## config.mk

```make
export PLATFORM = sky130hd
export DESIGN_NAME = bus_arbiter_flat
export DESIGN_NICKNAME = d
export VERILOG_FILES = /design/src/rtl/bus_arbiter_pkg.sv /design/src/rtl/bus_arbiter_if.sv /design/src/rtl/bus_arbiter_rr_priority_picker.sv /design/src/rtl/bus_arbiter.sv /design/src/flat_wrapper.sv
export SDC_FILE = /design/constraint.sdc
export NUM_CORES = 1
export LEC_CHECK = 0
export ABC_CLOCK_PERIOD_IN_PS = 3100
export CAP_MARGIN = 15
export CORE_UTILIZATION = 55
export CTS_CLUSTER_DIAMETER = 40
export DETAILED_ROUTE_END_ITERATION = 7
export PLACE_DENSITY_LB_ADDON = 0.25
export SYNTH_ARGS = -nofsm -noshare
export SYNTH_HDL_FRONTEND = slang
export SYNTH_SLANG_ARGS = --single-unit
export TNS_END_PERCENT = 30
```

## constraint.sdc

```tcl
create_clock -name clk -period 3.1 [get_ports clk]
set_clock_uncertainty 0.05 [all_clocks]
set_input_delay 0.62 -clock clk [delete_from_list [all_inputs] [get_ports clk]]
set_output_delay 0.62 -clock clk [all_outputs]
set_load 0.005 [all_outputs]
```

## src/rtl/bus_arbiter_pkg.sv

```systemverilog
// ----------------------------------------------------------------------------
// bus_arb_pkg
// Shared types, defaults and helpers for the round-robin bus arbiter.
//   arb_state_t            : arbiter FSM state encoding
//   DEFAULT_TIMEOUT_CYCLES : default grant timeout (cycles without a target ACK)
//   MAX_INIT               : largest supported number of initiators
//   rr_pick()              : index of the first set request at or after a
//                            pointer, wrapping modulo the initiator count
// ----------------------------------------------------------------------------
package bus_arb_pkg;

    typedef enum logic [1:0] {
        ARB_IDLE    = 2'd0,
        ARB_GRANT   = 2'd1,
        ARB_RELEASE = 2'd2
    } arb_state_t;

    localparam int DEFAULT_TIMEOUT_CYCLES = 256;
    localparam int MAX_INIT               = 8;

    // Walks the request vector upward starting at ptr and wraps at num.
    // The first hit wins; returns 0 when nothing is requested, so callers
    // must qualify the result with "any request".
    function automatic int rr_pick(input logic [MAX_INIT-1:0] req,
                                   input logic [2:0]          ptr,
                                   input int                  num);
        int   pick;
        int   idx;
        logic found;
        pick  = 0;
        found = 1'b0;
        for (int i = 0; i < MAX_INIT; i++) begin
            if (i < num) begin
                idx = int'(ptr) + i;
                if (idx >= num) begin
                    idx = idx - num;
                end
                if (!found && req[3'(idx)]) begin
                    pick  = idx;
                    found = 1'b1;
                end
            end
        end
        return pick;
    endfunction

endpackage

```

## src/rtl/bus_arbiter_if.sv

```systemverilog
// ----------------------------------------------------------------------------
// bus_arbiter_if
// Request/grant handshake between the initiator ports and the arbiter.
//   req            : per-initiator level request
//   bus_target_ack : one-cycle ACK from the target ending a transaction
//   gnt            : one-hot grant
//   gnt_id         : index of the granted initiator (bus mux select)
//   gnt_valid      : any grant active
//   bus_busy       : arbiter not idle
//   timeout        : pulse when a grant is revoked by the timeout
//   abort          : pulse when the granted initiator withdrew its request
// Modports: master = arbiter side, slave = initiator/target side.
// ----------------------------------------------------------------------------
interface bus_arbiter_if #(
    parameter int NUM_INIT = 2,
    parameter int ID_W     = (NUM_INIT > 1) ? $clog2(NUM_INIT) : 1
);

    logic [NUM_INIT-1:0] req;
    logic                bus_target_ack;
    logic [NUM_INIT-1:0] gnt;
    logic [ID_W-1:0]     gnt_id;
    logic                gnt_valid;
    logic                bus_busy;
    logic                timeout;
    logic                abort;

    modport master (
        input  req, bus_target_ack,
        output gnt, gnt_id, gnt_valid, bus_busy, timeout, abort
    );

    modport slave (
        output req, bus_target_ack,
        input  gnt, gnt_id, gnt_valid, bus_busy, timeout, abort
    );

endinterface

```

## src/rtl/bus_arbiter_rr_priority_picker.sv

```systemverilog
// ----------------------------------------------------------------------------
// rr_priority_picker
// Combinational round-robin selection: chooses the first asserted request at
// or after ptr (with wrap) and reports it both one-hot and as an index.
//   req    : request vector
//   ptr    : round-robin start position
//   onehot : selected request, one-hot (zero when no request)
//   idx    : selected index (0 when no request)
//   any    : at least one request asserted
// ----------------------------------------------------------------------------
module rr_priority_picker
    import bus_arb_pkg::*;
#(
    parameter int NUM_INIT = 2,
    parameter int ID_W     = (NUM_INIT > 1) ? $clog2(NUM_INIT) : 1
) (
    input  logic [NUM_INIT-1:0] req,
    input  logic [ID_W-1:0]     ptr,
    output logic [NUM_INIT-1:0] onehot,
    output logic [ID_W-1:0]     idx,
    output logic                any
);

    logic [MAX_INIT-1:0] req_ext;
    int                  pick;

    // Widen to the package's fixed search width so one helper serves every
    // NUM_INIT; bits above NUM_INIT are never visited by the search.
    always_comb begin
        req_ext = MAX_INIT'(req);
        pick    = rr_pick(req_ext, 3'(ptr), NUM_INIT);
        any     = |req;
        idx     = ID_W'(pick);
        onehot  = any ? (NUM_INIT'(1) << idx) : '0;
    end

endmodule

```

## src/rtl/bus_arbiter.sv

```systemverilog
// ----------------------------------------------------------------------------
// bus_arbiter
// Round-robin arbiter sharing one serial bus between NUM_INIT initiators.
// A grant is held for a whole transaction and released on a target ACK, an
// initiator abort (request dropped) or a timeout, followed by one turnaround
// cycle. All outputs are registered.
//   clk   : system clock, rising edge
//   rst_n : asynchronous active-low reset
//   bus   : bus_arbiter_if.master (req/ack in, grant/status out)
// ----------------------------------------------------------------------------
module bus_arbiter
    import bus_arb_pkg::*;
#(
    parameter int NUM_INIT       = 2,
    parameter int TIMEOUT_CYCLES = DEFAULT_TIMEOUT_CYCLES,
    parameter int ID_W           = (NUM_INIT > 1) ? $clog2(NUM_INIT) : 1
) (
    input  logic          clk,
    input  logic          rst_n,
    bus_arbiter_if.master bus
);

    // A zero timeout still needs a legal (unused) counter width.
    localparam int              CNT_W    = (TIMEOUT_CYCLES > 0) ? $clog2(TIMEOUT_CYCLES + 1) : 1;
    localparam bit              TO_EN    = (TIMEOUT_CYCLES > 0);
    localparam logic [CNT_W-1:0] CNT_LAST = TO_EN ? CNT_W'(TIMEOUT_CYCLES - 1) : '0;

    arb_state_t          state, state_n;
    logic [ID_W-1:0]     rr_ptr, rr_ptr_n;
    logic [CNT_W-1:0]    cnt, cnt_n;
    logic [NUM_INIT-1:0] gnt_q, gnt_n;
    logic [ID_W-1:0]     gnt_id_q, gnt_id_n;
    logic                gnt_valid_q, busy_q, timeout_q, abort_q;
    logic                timeout_n, abort_n;

    logic [NUM_INIT-1:0] pick_onehot;
    logic [ID_W-1:0]     pick_idx;
    logic                pick_any;

    rr_priority_picker #(
        .NUM_INIT (NUM_INIT),
        .ID_W     (ID_W)
    ) u_picker (
        .req    (bus.req),
        .ptr    (rr_ptr),
        .onehot (pick_onehot),
        .idx    (pick_idx),
        .any    (pick_any)
    );

    // Next-state and next-output logic. Outputs are computed for the state
    // being entered, then registered, so req never reaches gnt combinationally.
    // In GRANT the exit priority is ACK, then request drop, then timeout.
    always_comb begin
        state_n   = state;
        rr_ptr_n  = rr_ptr;
        cnt_n     = '0;
        gnt_n     = '0;
        gnt_id_n  = '0;
        timeout_n = 1'b0;
        abort_n   = 1'b0;
        case (state)
            ARB_IDLE: begin
                if (pick_any) begin
                    state_n  = ARB_GRANT;
                    gnt_n    = pick_onehot;
                    gnt_id_n = pick_idx;
                    rr_ptr_n = (pick_idx == ID_W'(NUM_INIT - 1)) ? '0 : pick_idx + ID_W'(1);
                end
            end
            ARB_GRANT: begin
                gnt_id_n = gnt_id_q;
                cnt_n    = (cnt == '1) ? cnt : cnt + CNT_W'(1);
                if (bus.bus_target_ack) begin
                    state_n = ARB_RELEASE;
                end else if (!bus.req[gnt_id_q]) begin
                    state_n = ARB_RELEASE;
                    abort_n = 1'b1;
                end else if (TO_EN && (cnt == CNT_LAST)) begin
                    state_n   = ARB_RELEASE;
                    timeout_n = 1'b1;
                end else begin
                    gnt_n = gnt_q;
                end
            end
            ARB_RELEASE: begin
                state_n = ARB_IDLE;
            end
            default: begin
                state_n = ARB_IDLE;
            end
        endcase
    end

    // State, pointer, counter and output registers. Reset drops the grant
    // immediately with no release cycle.
    always_ff @(posedge clk or negedge rst_n) begin
        if (!rst_n) begin
            state       <= ARB_IDLE;
            rr_ptr      <= '0;
            cnt         <= '0;
            gnt_q       <= '0;
            gnt_id_q    <= '0;
            gnt_valid_q <= 1'b0;
            busy_q      <= 1'b0;
            timeout_q   <= 1'b0;
            abort_q     <= 1'b0;
        end else begin
            state       <= state_n;
            rr_ptr      <= rr_ptr_n;
            cnt         <= cnt_n;
            gnt_q       <= gnt_n;
            gnt_id_q    <= gnt_id_n;
            gnt_valid_q <= |gnt_n;
            busy_q      <= (state_n != ARB_IDLE);
            timeout_q   <= timeout_n;
            abort_q     <= abort_n;
        end
    end

    assign bus.gnt       = gnt_q;
    assign bus.gnt_id    = gnt_id_q;
    assign bus.gnt_valid = gnt_valid_q;
    assign bus.bus_busy  = busy_q;
    assign bus.timeout   = timeout_q;
    assign bus.abort     = abort_q;

endmodule

```

## src/flat_wrapper.sv

```systemverilog
// flat-port wrapper written by rule: the top's interface ports become plain ports
module bus_arbiter_flat import bus_arb_pkg::*;
#(
    parameter int NUM_INIT       = 2,
    parameter int TIMEOUT_CYCLES = DEFAULT_TIMEOUT_CYCLES,
    parameter int ID_W           = (NUM_INIT > 1) ? $clog2(NUM_INIT) : 1
)
  (clk, rst_n, bus_req, bus_bus_target_ack, bus_gnt, bus_gnt_id, bus_gnt_valid, bus_bus_busy, bus_timeout, bus_abort);
  bus_arbiter_if #(.NUM_INIT(NUM_INIT), .ID_W(ID_W)) bus_i ();
  input  logic clk;
  input  logic rst_n;
  input wire logic [$bits(bus_i.req)-1:0] bus_req;
  input wire logic [$bits(bus_i.bus_target_ack)-1:0] bus_bus_target_ack;
  output wire logic [$bits(bus_i.gnt)-1:0] bus_gnt;
  output wire logic [$bits(bus_i.gnt_id)-1:0] bus_gnt_id;
  output wire logic [$bits(bus_i.gnt_valid)-1:0] bus_gnt_valid;
  output wire logic [$bits(bus_i.bus_busy)-1:0] bus_bus_busy;
  output wire logic [$bits(bus_i.timeout)-1:0] bus_timeout;
  output wire logic [$bits(bus_i.abort)-1:0] bus_abort;
  assign bus_i.req = bus_req;
  assign bus_i.bus_target_ack = bus_bus_target_ack;
  assign bus_gnt = bus_i.gnt;
  assign bus_gnt_id = bus_i.gnt_id;
  assign bus_gnt_valid = bus_i.gnt_valid;
  assign bus_bus_busy = bus_i.bus_busy;
  assign bus_timeout = bus_i.timeout;
  assign bus_abort = bus_i.abort;
  bus_arbiter #(.NUM_INIT(NUM_INIT), .TIMEOUT_CYCLES(TIMEOUT_CYCLES), .ID_W(ID_W)) u_core (.clk(clk), .rst_n(rst_n), .bus(bus_i));
endmodule
```

==> results of run 1 <==
power breakdown:
| part | leakage (nW) | internal (mW) | switching, mW | total [mW] |
|---|---|---|---|---|
| logic | 0.195 | 0.116 | 0.109 | 0.226 |
| clock network | 0.0150 | 0.0501 | 0.0734 | 0.123 |
| registers | 0.251 | 0.309 | 0.0518 | 0.361 |
layout make-up:
cell class / count / area (um2)
repair buffers: 11 / 110.1
clock buffers: 4 / 26.28
multi-input cells: 58 / 385.4
flip-flops and latches: 19 / 475.5
fillers: 107 / 467.9
inverters: 1 / 3.754
well taps: 16 / 20.02
cell families (layout without fill, tap and decap cells):
| logic type | Yosys count | after routing | share of synthesized area (%) |
|---|---|---|---|
| AOI/OAI and AO/OA | 16 | 16 | 11.61 |
| muxes | 2 | 2 | 2.435 |
| and+or+nand+nor | 33 | 33 | 21.78 |
| DFF | 19 | 19 | 54.44 |
| xor gates and xnor gates | 4 | 4 | 4.012 |
| buffers and inverters | 3 | 16 | 1.431 |
| adders and majority gates | 3 | 3 | 4.298 |
worst register-to-register path, delay by kind of cell (launching register included):
| kind | cells | cell delay, ns |
|---|---|---|
| adders and majority gates | 2 | 0.57 |
| and+or+nand+nor | 4 | 0.72 |
| AOI/OAI and AO/OA | 1 | 0.14 |
| DFF | 1 | 0.44 |
per-layer routing:
metal	up-vias	track usage, %
li1	309	-
met1	285	27.17
met2	14	24.06
met3	4	3.913
met4	0	11.61
met5	-	0
worst paths after layout:
path,startpoint,end,slack [ns],cells past startpoint
min in group asynchronous,rst_n,u_core.cnt[4],0.72,1
min reg2reg,u_core.state[1],u_core.bus.bus_busy,0.44,1
max in group asynchronous,rst_n,u_core.bus.gnt_id,1.79,1
max reg2reg,u_core.cnt[0],u_core.cnt[5],1.10,7
max,u_core.cnt[0],u_core.cnt[5],1.10,7
min,u_core.state[1],u_core.bus.bus_busy,0.44,1
sequential cells by signal, summed over array words and instances, names as in the netlist:
signal,flops
u_core.cnt,9
u_core.bus.gnt,2
u_core.state,2
u_core.bus.abort,1
u_core.bus.bus_busy,1
u_core.bus.gnt_id,1
u_core.bus.gnt_valid,1
u_core.bus.timeout,1
u_core.rr_ptr,1
placed cells by master, fill, tap and decap left out:
master / n
sky130_fd_sc_hd__clkbuf_1: 1
sky130_fd_sc_hd__nor2_1: 12
sky130_fd_sc_hd__a21boi_0: 1
sky130_fd_sc_hd__nor2b_1: 2
sky130_fd_sc_hd__inv_1: 1
sky130_fd_sc_hd__xor2_1: 3
sky130_fd_sc_hd__and3_1: 1
sky130_fd_sc_hd__clkdlybuf4s50_1: 11
sky130_fd_sc_hd__nand2_1: 4
sky130_fd_sc_hd__o31ai_1: 1
sky130_fd_sc_hd__nand4b_1: 1
sky130_fd_sc_hd__ha_1: 3
sky130_fd_sc_hd__nand4b_4: 1
sky130_fd_sc_hd__mux2i_1: 1
sky130_fd_sc_hd__or3_1: 2
sky130_fd_sc_hd__clkbuf_4: 3
sky130_fd_sc_hd__a21oi_1: 6
sky130_fd_sc_hd__nand4_1: 1
sky130_fd_sc_hd__a32o_1: 3
sky130_fd_sc_hd__nand3_2: 1
sky130_fd_sc_hd__or4_1: 1
sky130_fd_sc_hd__and4b_1: 1
sky130_fd_sc_hd__nor3_1: 2
sky130_fd_sc_hd__a31oi_1: 1
sky130_fd_sc_hd__nand2b_1: 2
sky130_fd_sc_hd__mux2_2: 1
sky130_fd_sc_hd__o21ai_0: 4
sky130_fd_sc_hd__nand3_1: 2
sky130_fd_sc_hd__dfrtp_1: 19
sky130_fd_sc_hd__xnor2_1: 1
through the flow:
stage	setup slack, ns	power [mW]	cells
after floorplan	1.234	0.4916	80
after global placement	1.086	0.5886	105
after detailed placement	1.064	0.5923	105
after CTS	1.095	0.7172	109
after global routing	0.9674	0.7564	109
final	1.100	0.7101	109
==> impl_metrics.env, run 1 <==
export IMPL_outcome="finished clean"
export IMPL_cts_inserted_buffers=3
export IMPL_post_route_util_pct=68.57
export IMPL_final_setup_viol_count=0
export IMPL_drt_iter0_drc=9
export IMPL_post_synth_cell_area_avg_um2=10.92
export IMPL_final_max_slew_violation_count=0
export IMPL_setup_worst_path_class="reg -> reg"
export IMPL_synth_area_leader_cell="sky130_fd_sc_hd__dfrtp_1"
export IMPL_detail_route_wirelength_um=1408
export IMPL_post_synth_top_area_fraction_pct=54.44
export IMPL_synth_lib_cells_used_distinct=29
export IMPL_critPathMaxStageDelay_ns=0.44
export IMPL_via_count_of_the_first_global_routing_pass=522
export IMPL_synth_area_leaders="sky130_fd_sc_hd__dfrtp_1 (54%), sky130_fd_sc_hd__nor2_1 (5.2%), sky130_fd_sc_hd__ha_1 (4.3%)"
export IMPL_h_tree_depth=1
export IMPL_layout_nets=102
export IMPL_cpLargestDelayFamily="simple AND/OR/NAND/NOR gates"
export IMPL_routed_via_density=5.615
export IMPL_die_y_um=41.85
export IMPL_critical_path_max_fanout=9
export IMPL_synth_seq_area_share_pct=54.44
export IMPL_floorplan_initialDensity_pct=58.66
export IMPL_cts_sinks=19
export IMPL_power_per_standard_cell_area_nw_per_um2=695.5
export IMPL_timing_final_crit_period_ns=2.000
export IMPL_dr_wl_met3_um=45
export IMPL_ir_worst_vdd_v=0.0004725
export IMPL_slew_limit_headroom_pct=47.74
export IMPL_finalHoldViolations=0
export IMPL_total_of_buffers_placed_on_input_and_output_ports=11
export IMPL_p_leak_nw=0.4606
export IMPL_maxCapViolCount=0
export IMPL_final_hold_worst_slack_ns=0.4409
export IMPL_die_width_um=41.85
export IMPL_cts_resized=0
export IMPL_grt_start_max_net_pins=20
export IMPL_placement_cell_area_um2=994.7
export IMPL_clock_tree_from_tritoncts="built"
export IMPL_groute_usage_overall_pct=18.32
export IMPL_critical_path_slowest_cell="sky130_fd_sc_hd__dfrtp_1"
export IMPL_antenna_diode_count=0
export IMPL_routedWlPerCell_um=12.92
export IMPL_drtPass1Iterations=4
export IMPL_worst_path_buf_inv=0
export IMPL_synth_seq_cells=19
export IMPL_root_buffer="sky130_fd_sc_hd__clkbuf_4"
export IMPL_achievable_frequency_mhz=500.1
export IMPL_critPathMostFrequentCell="sky130_fd_sc_hd__ha_1"
export IMPL_met2WireLength_um=624
export IMPL_route_vias_total=612
export IMPL_cell_with_the_most_instances_after_synthesis="sky130_fd_sc_hd__dfrtp_1"
export IMPL_layout_worst_path_cycle_share_pct=64.50
export IMPL_synth_flop_cell="sky130_fd_sc_hd__dfrtp_1"
export IMPL_worstHoldPathType="reg -> reg"
export IMPL_cts_clk_slew_worst_paths_ns=0.10
export IMPL_grt_ovfl_total=0
export IMPL_clockBufferDepth=2
export IMPL_ys_top_cells_by_count="sky130_fd_sc_hd__dfrtp_1 (19), sky130_fd_sc_hd__nor2_1 (12), sky130_fd_sc_hd__a21oi_1 (6)"
export IMPL_wl_met1_um=703
export IMPL_synthesis_area_um2=873.3
export IMPL_worst_slew_pin_transition_ns=0.7814
export IMPL_hpwlAfterDp_um=1024
export IMPL_worstSkewPairLatency_ns=0.29
export IMPL_ctsHoldBuffers=0
export IMPL_gp_congestion=0.8342
export IMPL_area_growth_pct=16.91
export IMPL_cp_required_ns=3.27
export IMPL_synthesis_nets=88
export IMPL_remaining_drc_errors=0
export IMPL_die_area_um2=1751
export IMPL_boundaryPins=12
export IMPL_arrival_ns=2.17
export IMPL_floorplan_rows=14
export IMPL_layout_drive_gt1_share_pct=6.452
export IMPL_synth_cells=80
export IMPL_yosysWarnings=0
export IMPL_wire_length_of_the_first_global_routing_pass_um=2318
export IMPL_ys_async_sr_fraction_pct=100.0
export IMPL_setup_worst_path_start_class="register"
export IMPL_synth_enable_flop_cells=0
export IMPL_antenna_found_initial=0
export IMPL_setup_total_neg_slack_ns=0
export IMPL_highest_layer="met4"
export IMPL_design_area_um2=1021
export IMPL_end_kind="register"
export IMPL_antenna_viol_nets_final=0
export IMPL_postCtsSetupBuffers=0
export IMPL_rsz0062_at_grt="false"
export IMPL_path_cells="ha_1 -> nand3_1 -> nor2_1 -> ha_1 -> nand4b_4 -> or3_1 -> a21oi_1"
export IMPL_core_region_um2=1489
(Power assumes the default switching activity.)
==> inputs of run 2 (changes only) <==
--- a/config.mk
+++ b/config.mk
@@ -5,9 +5,9 @@
 export SDC_FILE = /design/constraint.sdc
 export NUM_CORES = 1
 export LEC_CHECK = 0
-export ABC_CLOCK_PERIOD_IN_PS = 3100
+export ABC_CLOCK_PERIOD_IN_PS = 2100
 export CAP_MARGIN = 15
-export CORE_UTILIZATION = 55
+export CORE_UTILIZATION = 51
 export CTS_CLUSTER_DIAMETER = 40
 export DETAILED_ROUTE_END_ITERATION = 7
 export PLACE_DENSITY_LB_ADDON = 0.25
==> constraint.sdc (replaced) <==
create_clock -name clk -period 2.1 [get_ports clk]
set_clock_uncertainty 0.05 [all_clocks]
set_input_delay 0.42 -clock clk [delete_from_list [all_inputs] [get_ports clk]]
set_output_delay 0.42 -clock clk [all_outputs]
set_load 0.005 [all_outputs]
==> impl_metrics.env, run 2 (synthesis results as in run 1) <==
export IMPL_outcome="finished, violations left"
export IMPL_violations="DRC"
export IMPL_rr_endpoint="u_core.cnt[7]"
export IMPL_post_place_ws_ns=0.09560
export IMPL_clock_tree_from_tritoncts="built"
export IMPL_antenna_viol_nets_final=0
export IMPL_layout_nets=105
export IMPL_routed_via_density=5.777
export IMPL_cp_required_ns=2.26
export IMPL_groute_usage_overall_pct=19.56
export IMPL_rsz0062_at_grt="false"
export IMPL_placement_cell_area_um2=1017
export IMPL_finalHoldViolations=0
export IMPL_post_layout_total_power_mw=1.058
export IMPL_final_cell_mix="sky130_fd_sc_hd__dfrtp_1 (19), sky130_fd_sc_hd__nor2_1 (12), sky130_fd_sc_hd__clkdlybuf4s50_1 (11)"
export IMPL_post_route_worst_setup_slack_ns=0.1675
export IMPL_achievable_frequency_mhz=517.5
export IMPL_ctsHoldBuffers=0
export IMPL_setup_total_neg_slack_ns=0
export IMPL_number_of_flip_flops_in_the_largest_register=9
export IMPL_remaining_drc_errors=2
export IMPL_timing_final_crit_period_ns=1.932
export IMPL_regToRegStartpoint="u_core.cnt[0]"
export IMPL_setup_worst_path_class="reg -> reg"
export IMPL_wire_length_of_the_first_global_routing_pass_um=2628
export IMPL_cts_clk_slew_worst_paths_ns=0.10
export IMPL_drt_iter0_drc=10
export IMPL_root_buffer="sky130_fd_sc_hd__clkbuf_4"
export IMPL_final_setup_viol_count=0
export IMPL_critical_path_max_fanout=9
export IMPL_die_area_um2=1882
export IMPL_registers_top_by_ff_count="u_core.cnt"
export IMPL_detail_route_wirelength_um=1549
export IMPL_antenna_found_initial=0
export IMPL_core_region_um2=1559
export IMPL_slew_limit_headroom_pct=72.41
export IMPL_gp_congestion=0.7706
export IMPL_grt_start_max_net_pins=20
export IMPL_floorplan_initialDensity_pct=56.02
export IMPL_area_growth_pct=19.77
export IMPL_power_per_standard_cell_area_nw_per_um2=1012
export IMPL_h_tree_depth=1
export IMPL_layout_worst_path_cycle_share_pct=92.02
export IMPL_maxCapViolCount=0
export IMPL_hpwlAfterDp_um=1175
export IMPL_worst_slew_pin_transition_ns=0.4138
export IMPL_final_hold_worst_slack_ns=0.4012
export IMPL_route_vias_total=647
export IMPL_die_width_um=43.38
export IMPL_boundaryPins=12
export IMPL_worstSkewPairLatency_ns=0.29
export IMPL_die_y_um=43.38
export IMPL_rrSetupSlack_ns=0.17
export IMPL_final_common_cell="sky130_fd_sc_hd__dfrtp_1"
export IMPL_cts_sinks=19
export IMPL_floorplan_rows=14
export IMPL_grt_ovfl_total=0
export IMPL_post_route_util_pct=67.09
export IMPL_clockBufferDepth=2
export IMPL_worstRegToRegCells=7
export IMPL_design_area_um2=1046
export IMPL_antenna_diode_count=0
export IMPL_via_count_of_the_first_global_routing_pass=595
export IMPL_cts_inserted_buffers=3
export IMPL_drtPass1Iterations=6
export IMPL_arrival_ns=2.10
export IMPL_setup_worst_path_start_class="register"
export IMPL_routedWlPerCell_um=13.83
export IMPL_total_of_buffers_placed_on_input_and_output_ports=11
export IMPL_placed_cells_incl_taps=108
export IMPL_worstHoldPathType="in -> async"
export IMPL_ir_worst_vdd_v=0.0005725
export IMPL_layout_drive_gt1_share_pct=10.42
export IMPL_final_max_slew_violation_count=0
export IMPL_post_layout_nonfiller_instances=112
export IMPL_end_kind="register"
export IMPL_p_leak_nw=0.4718
[run 2: cell types whose count changed in the layout (fill, tap and decap cells not counted), sizes merged]
cell / delta
buf: +3
[run 2: repair_timing]
action                     4_1_cts  5_1_grt
resized for setup                0        1
setup endpoints to repair        0        3
buffers inserted                 0        0
[run 2: worst max-delay path, cell delays in order (launching register included)]
cell and delay, ns:
sky130_fd_sc_hd__dfrtp_1 0.45, sky130_fd_sc_hd__ha_1 0.27, sky130_fd_sc_hd__nand3_1 0.09, sky130_fd_sc_hd__nor2_1 0.06, sky130_fd_sc_hd__ha_2 0.25, sky130_fd_sc_hd__nand4b_4 0.22
sky130_fd_sc_hd__or3_1 0.32, sky130_fd_sc_hd__a21oi_1 0.15
[run 2: worst max-delay path by stage]
stage                     slack, ns             to     startpoint  cells past startpoint
after detailed placement        0.1  u_core.cnt[7]  u_core.cnt[0]                      7
after global routing           0.01  u_core.cnt[7]  u_core.cnt[0]                      7
after floorplan                0.23  u_core.cnt[6]  u_core.cnt[0]                      7
after global placement         0.19  u_core.cnt[7]  u_core.cnt[0]                      7
after CTS                      0.07  u_core.cnt[7]  u_core.cnt[0]                      7
final                          0.17  u_core.cnt[7]  u_core.cnt[0]                      7
[run 2: report_power, final]
part	leakage, nW	switching [mW]	total (mW)	internal [mW]
clock network	0.0150	0.105	0.179	0.0738
registers	0.251	0.0824	0.539	0.456
logic	0.206	0.166	0.341	0.175
total	0.472	0.353	1.06	0.705
[run 2: area by class of cell]
cell class	instances	area (um2)
fillers	128	513.0
flip-flops and latches	19	475.5
multi-input cells	58	387.9
repair buffers	14	132.6
clock buffers	4	26.28
well taps	16	20.02
inverters	1	3.754
[run 2: layer usage]
| metal | wire length, um | GRT usage [%] | vias up |
|---|---|---|---|
| li1 | - | - | 316 |
| met1 | 761 | 26.67 | 314 |
| met2 | 713 | 30.30 | 13 |
| met3 | 39 | 2.500 | 4 |
| met4 | 36 | 11.25 | 0 |
| met5 | 0 | 0 | - |
